File: src/rtl/qspi_arb_pkg.sv
// Shared types and constants for the QSPI request arbiter: FSM state encoding,
// request-source codes and parameter defaults.
package qspi_arb_pkg;

    typedef enum logic [1:0] {
        ARB_IDLE  = 2'd0,
        ARB_ISSUE = 2'd1,
        ARB_BUSY  = 2'd2
    } arb_state_e;

    localparam logic SRC_DCHAN = 1'b0;
    localparam logic SRC_CCHAN = 1'b1;

    localparam int TIMEOUT_CYC_DEF = 4096;
    localparam int STARVE_MAX_DEF  = 15;

    // ISSUE and BUSY both count as holding the control port.
    function automatic logic arb_is_active(input arb_state_e st);
        return (st == ARB_ISSUE) || (st == ARB_BUSY);
    endfunction

endpackage

File: src/rtl/qspi_arb_watchdog.sv
// BUSY-phase watchdog: cleared by start, counts while run is high, and flags
// expire on the cycle the count reaches limit-1. A limit of zero never expires.
module qspi_arb_watchdog (
    input  logic        clock,
    input  logic        reset,
    input  logic        start,
    input  logic        run,
    input  logic [15:0] limit,
    output logic        expire
);

    logic [15:0] cnt_q;
    logic [15:0] cnt_d;

    // Next count and expiry decode.
    always_comb begin
        cnt_d = cnt_q;
        if (start) begin
            cnt_d = 16'd0;
        end else if (run) begin
            cnt_d = cnt_q + 16'd1;
        end else begin
            cnt_d = cnt_q;
        end
        expire = run && (limit != 16'd0) && (cnt_q == (limit - 16'd1));
    end

    // Counter register.
    always_ff @(posedge clock) begin
        if (reset) begin
            cnt_q <= 16'd0;
        end else begin
            cnt_q <= cnt_d;
        end
    end

endmodule

File: src/rtl/qspi_req_arbiter.sv
// Arbitrates the dchan and cchan request ports onto the single control-level request port.
// Optional feature macro: QSPI_ARB_STARVE_EN (bounded cchan priority, dchan anti-starvation).
module qspi_req_arbiter
    import qspi_arb_pkg::*;
#(
    parameter int TIMEOUT_CYC = TIMEOUT_CYC_DEF,
    parameter int STARVE_MAX  = STARVE_MAX_DEF
) (
    input  logic        clock,
    input  logic        reset,
    input  logic        io_dchan_req_valid,
    output logic        io_dchan_req_ready,
    input  logic [7:0]  io_dchan_req_data_size,
    input  logic [7:0]  io_dchan_req_data_burstlen,
    input  logic [7:0]  io_dchan_req_inst,
    input  logic [23:0] io_dchan_req_addr,
    input  logic        io_cchan_req_valid,
    output logic        io_cchan_req_ready,
    input  logic [7:0]  io_cchan_req_data_size,
    input  logic [7:0]  io_cchan_req_data_burstlen,
    input  logic [7:0]  io_cchan_req_inst,
    input  logic [23:0] io_cchan_req_addr,
    output logic        io_ctrl_req_valid,
    input  logic        io_ctrl_req_ready,
    output logic [7:0]  io_ctrl_req_data_size,
    output logic [7:0]  io_ctrl_req_data_burstlen,
    output logic [7:0]  io_ctrl_req_inst,
    output logic [23:0] io_ctrl_req_addr,
    output logic        io_ctrl_req_src,
    input  logic        io_ctrl_done,
    input  logic        io_tdata_lock,
    output logic        io_arb_busy,
    output logic        io_arb_timeout
);

    localparam logic [15:0] WD_LIMIT = 16'(TIMEOUT_CYC);

    arb_state_e  state_q, state_d;
    logic [7:0]  size_q, size_d;
    logic [7:0]  burstlen_q, burstlen_d;
    logic [7:0]  inst_q, inst_d;
    logic [23:0] addr_q, addr_d;
    logic        src_q, src_d;

    logic        dchan_elig;
    logic        grant_c;
    logic        grant_d;
    logic        wd_start;
    logic        wd_run;
    logic        wd_expire;

`ifdef QSPI_ARB_STARVE_EN
    logic [3:0]  starve_q, starve_d;
    logic        starve_force;

    // IDLE arbitration with a forced dchan win once it has lost STARVE_MAX times.
    always_comb begin
        dchan_elig   = io_dchan_req_valid && !io_tdata_lock;
        starve_force = (starve_q >= 4'(STARVE_MAX));
        grant_c      = (state_q == ARB_IDLE) && io_cchan_req_valid
                       && !(starve_force && dchan_elig);
        grant_d      = (state_q == ARB_IDLE) && dchan_elig && !grant_c;
    end

    // Starvation count: bumped when an eligible dchan loses, cleared by a dchan grant.
    always_comb begin
        starve_d = starve_q;
        if (grant_d) begin
            starve_d = 4'd0;
        end else if (grant_c && dchan_elig && (starve_q != 4'hF)) begin
            starve_d = starve_q + 4'd1;
        end else begin
            starve_d = starve_q;
        end
    end

    // Starvation counter register.
    always_ff @(posedge clock) begin
        if (reset) begin
            starve_q <= 4'd0;
        end else begin
            starve_q <= starve_d;
        end
    end
`else
    // IDLE arbitration with strict cchan priority.
    always_comb begin
        dchan_elig = io_dchan_req_valid && !io_tdata_lock;
        grant_c    = (state_q == ARB_IDLE) && io_cchan_req_valid;
        grant_d    = (state_q == ARB_IDLE) && dchan_elig && !io_cchan_req_valid;
    end
`endif

    // Next state, request capture and handshake outputs.
    always_comb begin
        state_d            = state_q;
        size_d             = size_q;
        burstlen_d         = burstlen_q;
        inst_d             = inst_q;
        addr_d             = addr_q;
        src_d              = src_q;
        io_dchan_req_ready = 1'b0;
        io_cchan_req_ready = 1'b0;
        io_ctrl_req_valid  = 1'b0;
        io_arb_timeout     = 1'b0;
        wd_start           = 1'b0;
        wd_run             = 1'b0;
        case (state_q)
            ARB_IDLE: begin
                if (grant_c) begin
                    io_cchan_req_ready = 1'b1;
                    size_d             = io_cchan_req_data_size;
                    burstlen_d         = io_cchan_req_data_burstlen;
                    inst_d             = io_cchan_req_inst;
                    addr_d             = io_cchan_req_addr;
                    src_d              = SRC_CCHAN;
                    state_d            = ARB_ISSUE;
                end else if (grant_d) begin
                    io_dchan_req_ready = 1'b1;
                    size_d             = io_dchan_req_data_size;
                    burstlen_d         = io_dchan_req_data_burstlen;
                    inst_d             = io_dchan_req_inst;
                    addr_d             = io_dchan_req_addr;
                    src_d              = SRC_DCHAN;
                    state_d            = ARB_ISSUE;
                end else begin
                    state_d = ARB_IDLE;
                end
            end
            ARB_ISSUE: begin
                // A done pulse here belongs to nothing we issued, so it is ignored.
                io_ctrl_req_valid = 1'b1;
                if (io_ctrl_req_ready) begin
                    wd_start = 1'b1;
                    state_d  = ARB_BUSY;
                end else begin
                    state_d = ARB_ISSUE;
                end
            end
            ARB_BUSY: begin
                wd_run = 1'b1;
                if (io_ctrl_done) begin
                    state_d = ARB_IDLE;
                end else if (wd_expire) begin
                    io_arb_timeout = 1'b1;
                    state_d        = ARB_IDLE;
                end else begin
                    state_d = ARB_BUSY;
                end
            end
            default: begin
                state_d = ARB_IDLE;
            end
        endcase
    end

    // FSM and captured-request registers.
    always_ff @(posedge clock) begin
        if (reset) begin
            state_q    <= ARB_IDLE;
            size_q     <= 8'd0;
            burstlen_q <= 8'd0;
            inst_q     <= 8'd0;
            addr_q     <= 24'd0;
            src_q      <= 1'b0;
        end else begin
            state_q    <= state_d;
            size_q     <= size_d;
            burstlen_q <= burstlen_d;
            inst_q     <= inst_d;
            addr_q     <= addr_d;
            src_q      <= src_d;
        end
    end

    qspi_arb_watchdog u_watchdog (
        .clock  (clock),
        .reset  (reset),
        .start  (wd_start),
        .run    (wd_run),
        .limit  (WD_LIMIT),
        .expire (wd_expire)
    );

    assign io_ctrl_req_data_size     = size_q;
    assign io_ctrl_req_data_burstlen = burstlen_q;
    assign io_ctrl_req_inst          = inst_q;
    assign io_ctrl_req_addr          = addr_q;
    assign io_ctrl_req_src           = src_q;
    assign io_arb_busy               = arb_is_active(state_q);

endmodule

File: config.mk
export PLATFORM = sky130hd
export DESIGN_NAME = qspi_req_arbiter
export DESIGN_NICKNAME = d
export VERILOG_FILES = /design/src/rtl/qspi_arb_pkg.sv /design/src/rtl/qspi_arb_watchdog.sv /design/src/rtl/qspi_req_arbiter.sv
export SDC_FILE = /design/constraint.sdc
export NUM_CORES = 1
export LEC_CHECK = 0
export CORE_MARGIN = 5
export CORE_UTILIZATION = 40
export DETAILED_ROUTE_END_ITERATION = 12
export HOLD_SLACK_MARGIN = 0.02
export PLACE_DENSITY = 0.77
export SYNTH_ARGS = -nofsm -noshare
export SYNTH_HDL_FRONTEND = slang
export SYNTH_SLANG_ARGS = --single-unit
export TNS_END_PERCENT = 100
File: constraint.sdc
create_clock -name clock -period 2.9 [get_ports clock]
set_input_delay 0.87 -clock clock [delete_from_list [all_inputs] [get_ports clock]]
set_output_delay 0.87 -clock clock [all_outputs]
set_load 0.02 [all_outputs]
After elaboration in Yosys (flattened, before gate mapping)

Index checks and enable logic that the tools add are counted.

Add/sub/neg operators: 1
$mul: 0
Div/mod/pow operators: 0
Magnitude comparators: 0
Equal/unequal tests: 3
Shift-type cells: 0
Muxes and demuxes: 28
Bitwise operators: 0
Reductions and logical operators: 12

Operators with widths:

| operator              | number |
|---|---|
| $mux 24               | 2 |
| $mux 8                | 6 |
| $add 16x1->16 const B | 1 |
| $eq 16x12->1 const B  | 1 |
| $mux 1                | 16 |
| $mux 2                | 3 |
| $pmux 2 s3            | 1 |
| $logic_and 1x1->1     | 5 |
| $eq 2x1->1 const B    | 1 |
| $eq 2x2->1 const B    | 1 |
| $logic_not 1->1       | 2 |
| $logic_not 2->1       | 1 |
| $reduce_and 2->1      | 1 |
| $reduce_bool 2->1     | 1 |
| $reduce_or 2->1       | 1 |
| $logic_or 1x1->1      | 1 |

Flip-flop bits (word level): 67
Bits in latches: 0
RAM bits: 0
ROM bits: 0
Bits of input ports: 103
Output and inout bits: 54
Word-level logic and storage cells: 51
Memories: 0

Longest topological paths before layout

Word-level depth: 7
Mapped depth: 7
Depth with buffers taken out: 6

Cells and area by module

Synthesis repeated with hierarchy kept, for this count alone.

Cells, all modules: 511
Area, all modules: 4215.3 sq um

Modules (own cells, without submodules):

| module            | times used | cells an instance | area an instance (sq um) | sequential area each (sq um) |
|---|---|---|---|---|
| qspi_req_arbiter  | 1          | 348               | 2924.1                   | 1021.0 |
| qspi_arb_watchdog | 1          | 163               | 1291.2                   | 320.3 |

Worst setup path before layout

OpenSTA, ideal clock, no wires.

Path type: flip-flop to output port
From: register state_q[0]
To: output io_arb_timeout
Data arrival time: 1.780 ns
Data required time: 2.030 ns
Path slack: 0.250 ns
Cell stages (with the launch flop): 8
Buffers on the path: 1
Cell sequence: dfxtp_1 -> inv_1 -> ha_1 -> buf_4 -> nand4_1 -> or4_4 -> nand2b_1 -> nor2_1

Cells in the longest elaborated chain, start to end: 6

RTL lines:

| element                | line                    | text |
|---|---|---|
| from (decl)            | qspi_req_arbiter.sv:38  | `arb_state_e state_q, state_d;` |
| from (signal assigned) | qspi_req_arbiter.sv:167 | `state_q <= state_d;` |
| $eq 2x2->1 (*)         | qspi_req_arbiter.sv:108 | `case (state_q)` |
| $mux 1                 | qspi_req_arbiter.sv:108 |  |
| $logic_and 1x1->1      | qspi_arb_watchdog.sv:25 | `expire = run && (limit != 16'd0) && (cnt_q == (limit - 16'd1));` |
| $mux 1                 | qspi_req_arbiter.sv:144 | `end else if (wd_expire) begin` |
| $mux 1                 | qspi_req_arbiter.sv:142 | `if (io_ctrl_done) begin` |
| $mux 1 (*)             | qspi_req_arbiter.sv:108 |  |
| to (decl)              | qspi_req_arbiter.sv:33  | `output logic io_arb_timeout` |

Every way passes the cells marked *; elsewhere a longest branch is shown, timed or not.

Worst setup path after layout

Same ends and word-level chain as after synthesis.

==> flow_metrics.env <==
export IMPL_status="completed"
export IMPL_antenna_found_initial=0
export IMPL_wl_per_cell_um=15.4
export IMPL_final_layout_size_suffix_gt1_share_pct=8.45
export IMPL_r2r_setup_slack_ps=750
export IMPL_drt_initial_drc_count=82
export IMPL_synth_flop_cell="dfxtp_1"
export IMPL_yosysTopAreaCellShare_pct=44.6
export IMPL_maxSlewViolCount=0
export IMPL_cts_buffers=9
export IMPL_rows=31
export IMPL_core_area_mm2=0.00729
export IMPL_cp_endpoint="io_arb_timeout"
export IMPL_gp_congestion=0.788
export IMPL_n_antenna_cell=0
export IMPL_worstSetupEndpointType="output port"
export IMPL_hpwl_mm=6.46
export IMPL_yosysMostFrequentCell="dfxtp_1"
export IMPL_clock_latency_ps=330
export IMPL_clock_skew_ps=7.31
export IMPL_nNetsFinal=588
export IMPL_portBuffers=156
export IMPL_avgViaCountPerCell=5.01
export IMPL_syn_area_per_cell_um2=9.40
export IMPL_path_max_fanout=2
export IMPL_syn_area_mm2=0.00301
export IMPL_irDropWorstVdd_mv=0.268
export IMPL_ys_ff_latch=67
export IMPL_yosysWarnings=0
export IMPL_stdcell_count=584
export IMPL_grt_usage_pct=18.8
export IMPL_worst_slew_pin_slew_ps=948
export IMPL_maxCapViolCount=0
export IMPL_cts_tree="built"
export IMPL_yosys_top_cells_area="dfxtp_1 45%, mux2i_1 17%, a211oi_1 12%"
export IMPL_finalCritPeriodShare_pct=96.2
export IMPL_synth_top_area_cell="dfxtp_1"
export IMPL_hold_viol_final=0
export IMPL_cts_root_buf="clkbuf_8"
export IMPL_clkTransAtPathRegs_ps=70
export IMPL_overflow=0
export IMPL_whs_ps=479
export IMPL_clockBufferDepth=2
export IMPL_yosysSeqAreaShare_pct=44.6
export IMPL_die_area_mm2=0.00935
export IMPL_hold_class="reg2reg"
export IMPL_crit_start="state_q[0]"
export IMPL_ff2ff_path_depth=7
export IMPL_r2r_end="io_ctrl_req_data_size[7]"
export IMPL_ios=157
export IMPL_critical_path_arrival_ps=1920
export IMPL_drt_wl_total_mm=8.97
export IMPL_syn_num_nets=428
export IMPL_cts_sinks=67
export IMPL_ctsHoldBuffers=0
export IMPL_fp_dieH_um=96.7
export IMPL_r2r_start="state_q[0]"
export IMPL_nFillCells=628
export IMPL_worstSetupPathType="reg2out"
export IMPL_htreeDepth=3
export IMPL_start_util_pct=41.2
export IMPL_dp_cells=567
export IMPL_ys_top_cells_by_count="67 x dfxtp_1, 65 x nor2_1, 50 x mux2i_1"
export IMPL_yosysUniqueCellTypes=31
export IMPL_startpoint_type="flip-flop"
export IMPL_die_x_um=96.7
export IMPL_synthCells=320
export IMPL_rsz0062_at_grt="no"
export IMPL_fin_crit_ps=2790
export IMPL_vias=2925
export IMPL_p_per_area_mw_per_mm2=517
export IMPL_areaGrowthSynthToFinish_pct=64.4
export IMPL_leakage_uw=0.00213
export IMPL_synth_edff_count=0
export IMPL_finalSetupViolations=0
export IMPL_report_power_total_uw=2560
export IMPL_first_pass_iters=5
export IMPL_grt_pass1_wl_mm=14.6
export IMPL_ant_nets=0
export IMPL_max_freq_ghz=0.358
export IMPL_setup_tns_ps=0
export IMPL_drc=0
export IMPL_grt_max_degree=98
export IMPL_grt_pass1_vias=2970
export IMPL_required_ps=2030
export IMPL_async_reset_ff_share_pct=0
export IMPL_relSlewSlack_pct=36.8
-- cells by family after synthesis --
kind of cell               count (synthesis)  share of synthesized area, %
AOI/OAI and AO/OA                         61                          14.8
xor gates and xnor gates                  10                          2.91
adders and majority gates                  5                          2.08
buffers and inverters                     29                          3.95
DFF                                       67                          44.6
muxes                                     50                          16.6
and+or+nand+nor                           98                          15.1
-- metrics by stage --
| stage | area (µm²) | utilization, % | setup slack, ps |
|---|---|---|---|
| finish | 4950 | 67.8 | 109 |
| global route | 4950 | 67.8 | 3.65 |
| CTS | 4930 | 67.6 | 74.7 |
| detailed placement | 4720 | 64.7 | -132 |
| global placement | 4720 | 64.7 | -95.0 |
| floorplan | 3010 | - | 250 |
-- critical path, stage by stage (launching register included) --
cell and delay (ps):
dfxtp_1 310, inv_1 80, ha_2 180, nand4_1 100
or4_4 510, nand2b_4 150, nor2_1 110, buf_4 140
-- layer usage --
layer,up-vias,wire length (µm),track usage [%]
met4,0,160,6.16
met1,1352,3720,21.1
met2,93,4580,33.1
met3,13,512,6.40
met5,-,0,0
li1,1467,-,-
-- layout make-up --
class	instances	area [µm²]	area share, %
well taps	99	124	2.50
clock buffers	10	128	2.58
multi-input cells	224	1570	31.6
clock inverters	6	90.1	1.82
inverters	5	18.8	0.379
flip-flops and latches	67	1340	27.1
repair buffers	173	1680	33.9
-- what timing repair did --
item	CTS	global route
cloned	0	0
buffers inserted	0	1
resized for setup	6	3
pin swaps	0	1
setup endpoints to repair	3	1
-- flip-flops by register name (all words and copies together), names as in the netlist --
| register | count |
|---|---|
| io_ctrl_req_addr | 24 |
| io_ctrl_req_data_burstlen | 8 |
| io_ctrl_req_data_size | 8 |
| io_ctrl_req_inst | 8 |
| io_ctrl_req_src | 1 |
| state_q | 2 |
| u_watchdog.cnt_q | 16 |
-- worst min path at each step --
stage / cells after the start / endpoint / startpoint / slack [ps]
after detailed placement: 2 / u_watchdog.cnt_q[15] / u_watchdog.cnt_q[15] / 470
after global placement: 2 / u_watchdog.cnt_q[15] / u_watchdog.cnt_q[15] / 460
final: 2 / u_watchdog.cnt_q[15] / u_watchdog.cnt_q[15] / 480
after floorplan: 2 / u_watchdog.cnt_q[15] / u_watchdog.cnt_q[15] / 450
after global routing: 2 / u_watchdog.cnt_q[15] / u_watchdog.cnt_q[15] / 520
after CTS: 2 / u_watchdog.cnt_q[15] / u_watchdog.cnt_q[15] / 480
-- layout by cell type, fill, tap and decap left out, drive strengths merged --
cell	Yosys	layout
a211oi	48	48
a21o	1	1
a21oi	6	6
a311oi	1	1
a31o	2	2
a32o	1	1
and3	2	2
and4	1	1
buf	6	19
bufinv	0	2
clkbuf	18	10
clkdlybuf4s50	0	152
clkinv	0	3
clkinvlp	0	1
dfxtp	67	67
dlygate4sd2	0	2
ha	5	5
inv	5	5
mux2i	50	50
nand2	8	8
nand2b	3	3
nand3	2	2
nand3b	1	1
nand4	6	6
nor2	65	65
nor3	2	2
nor4	3	3
nor4b	1	1
o21ai	2	2
or3	2	2
or4	2	2
xnor2	3	3
xor2	7	7
-- power breakdown --
part           total (µW)  internal (µW)  switching [µW]  leakage [µW]
clock network         848            486             362      0.000106
logic                 667            359             308       0.00147
registers            1040           1000            40.5      0.000552
total                2560           1850             710       0.00213
No activity file was read; power rests on OpenSTA's default activity.
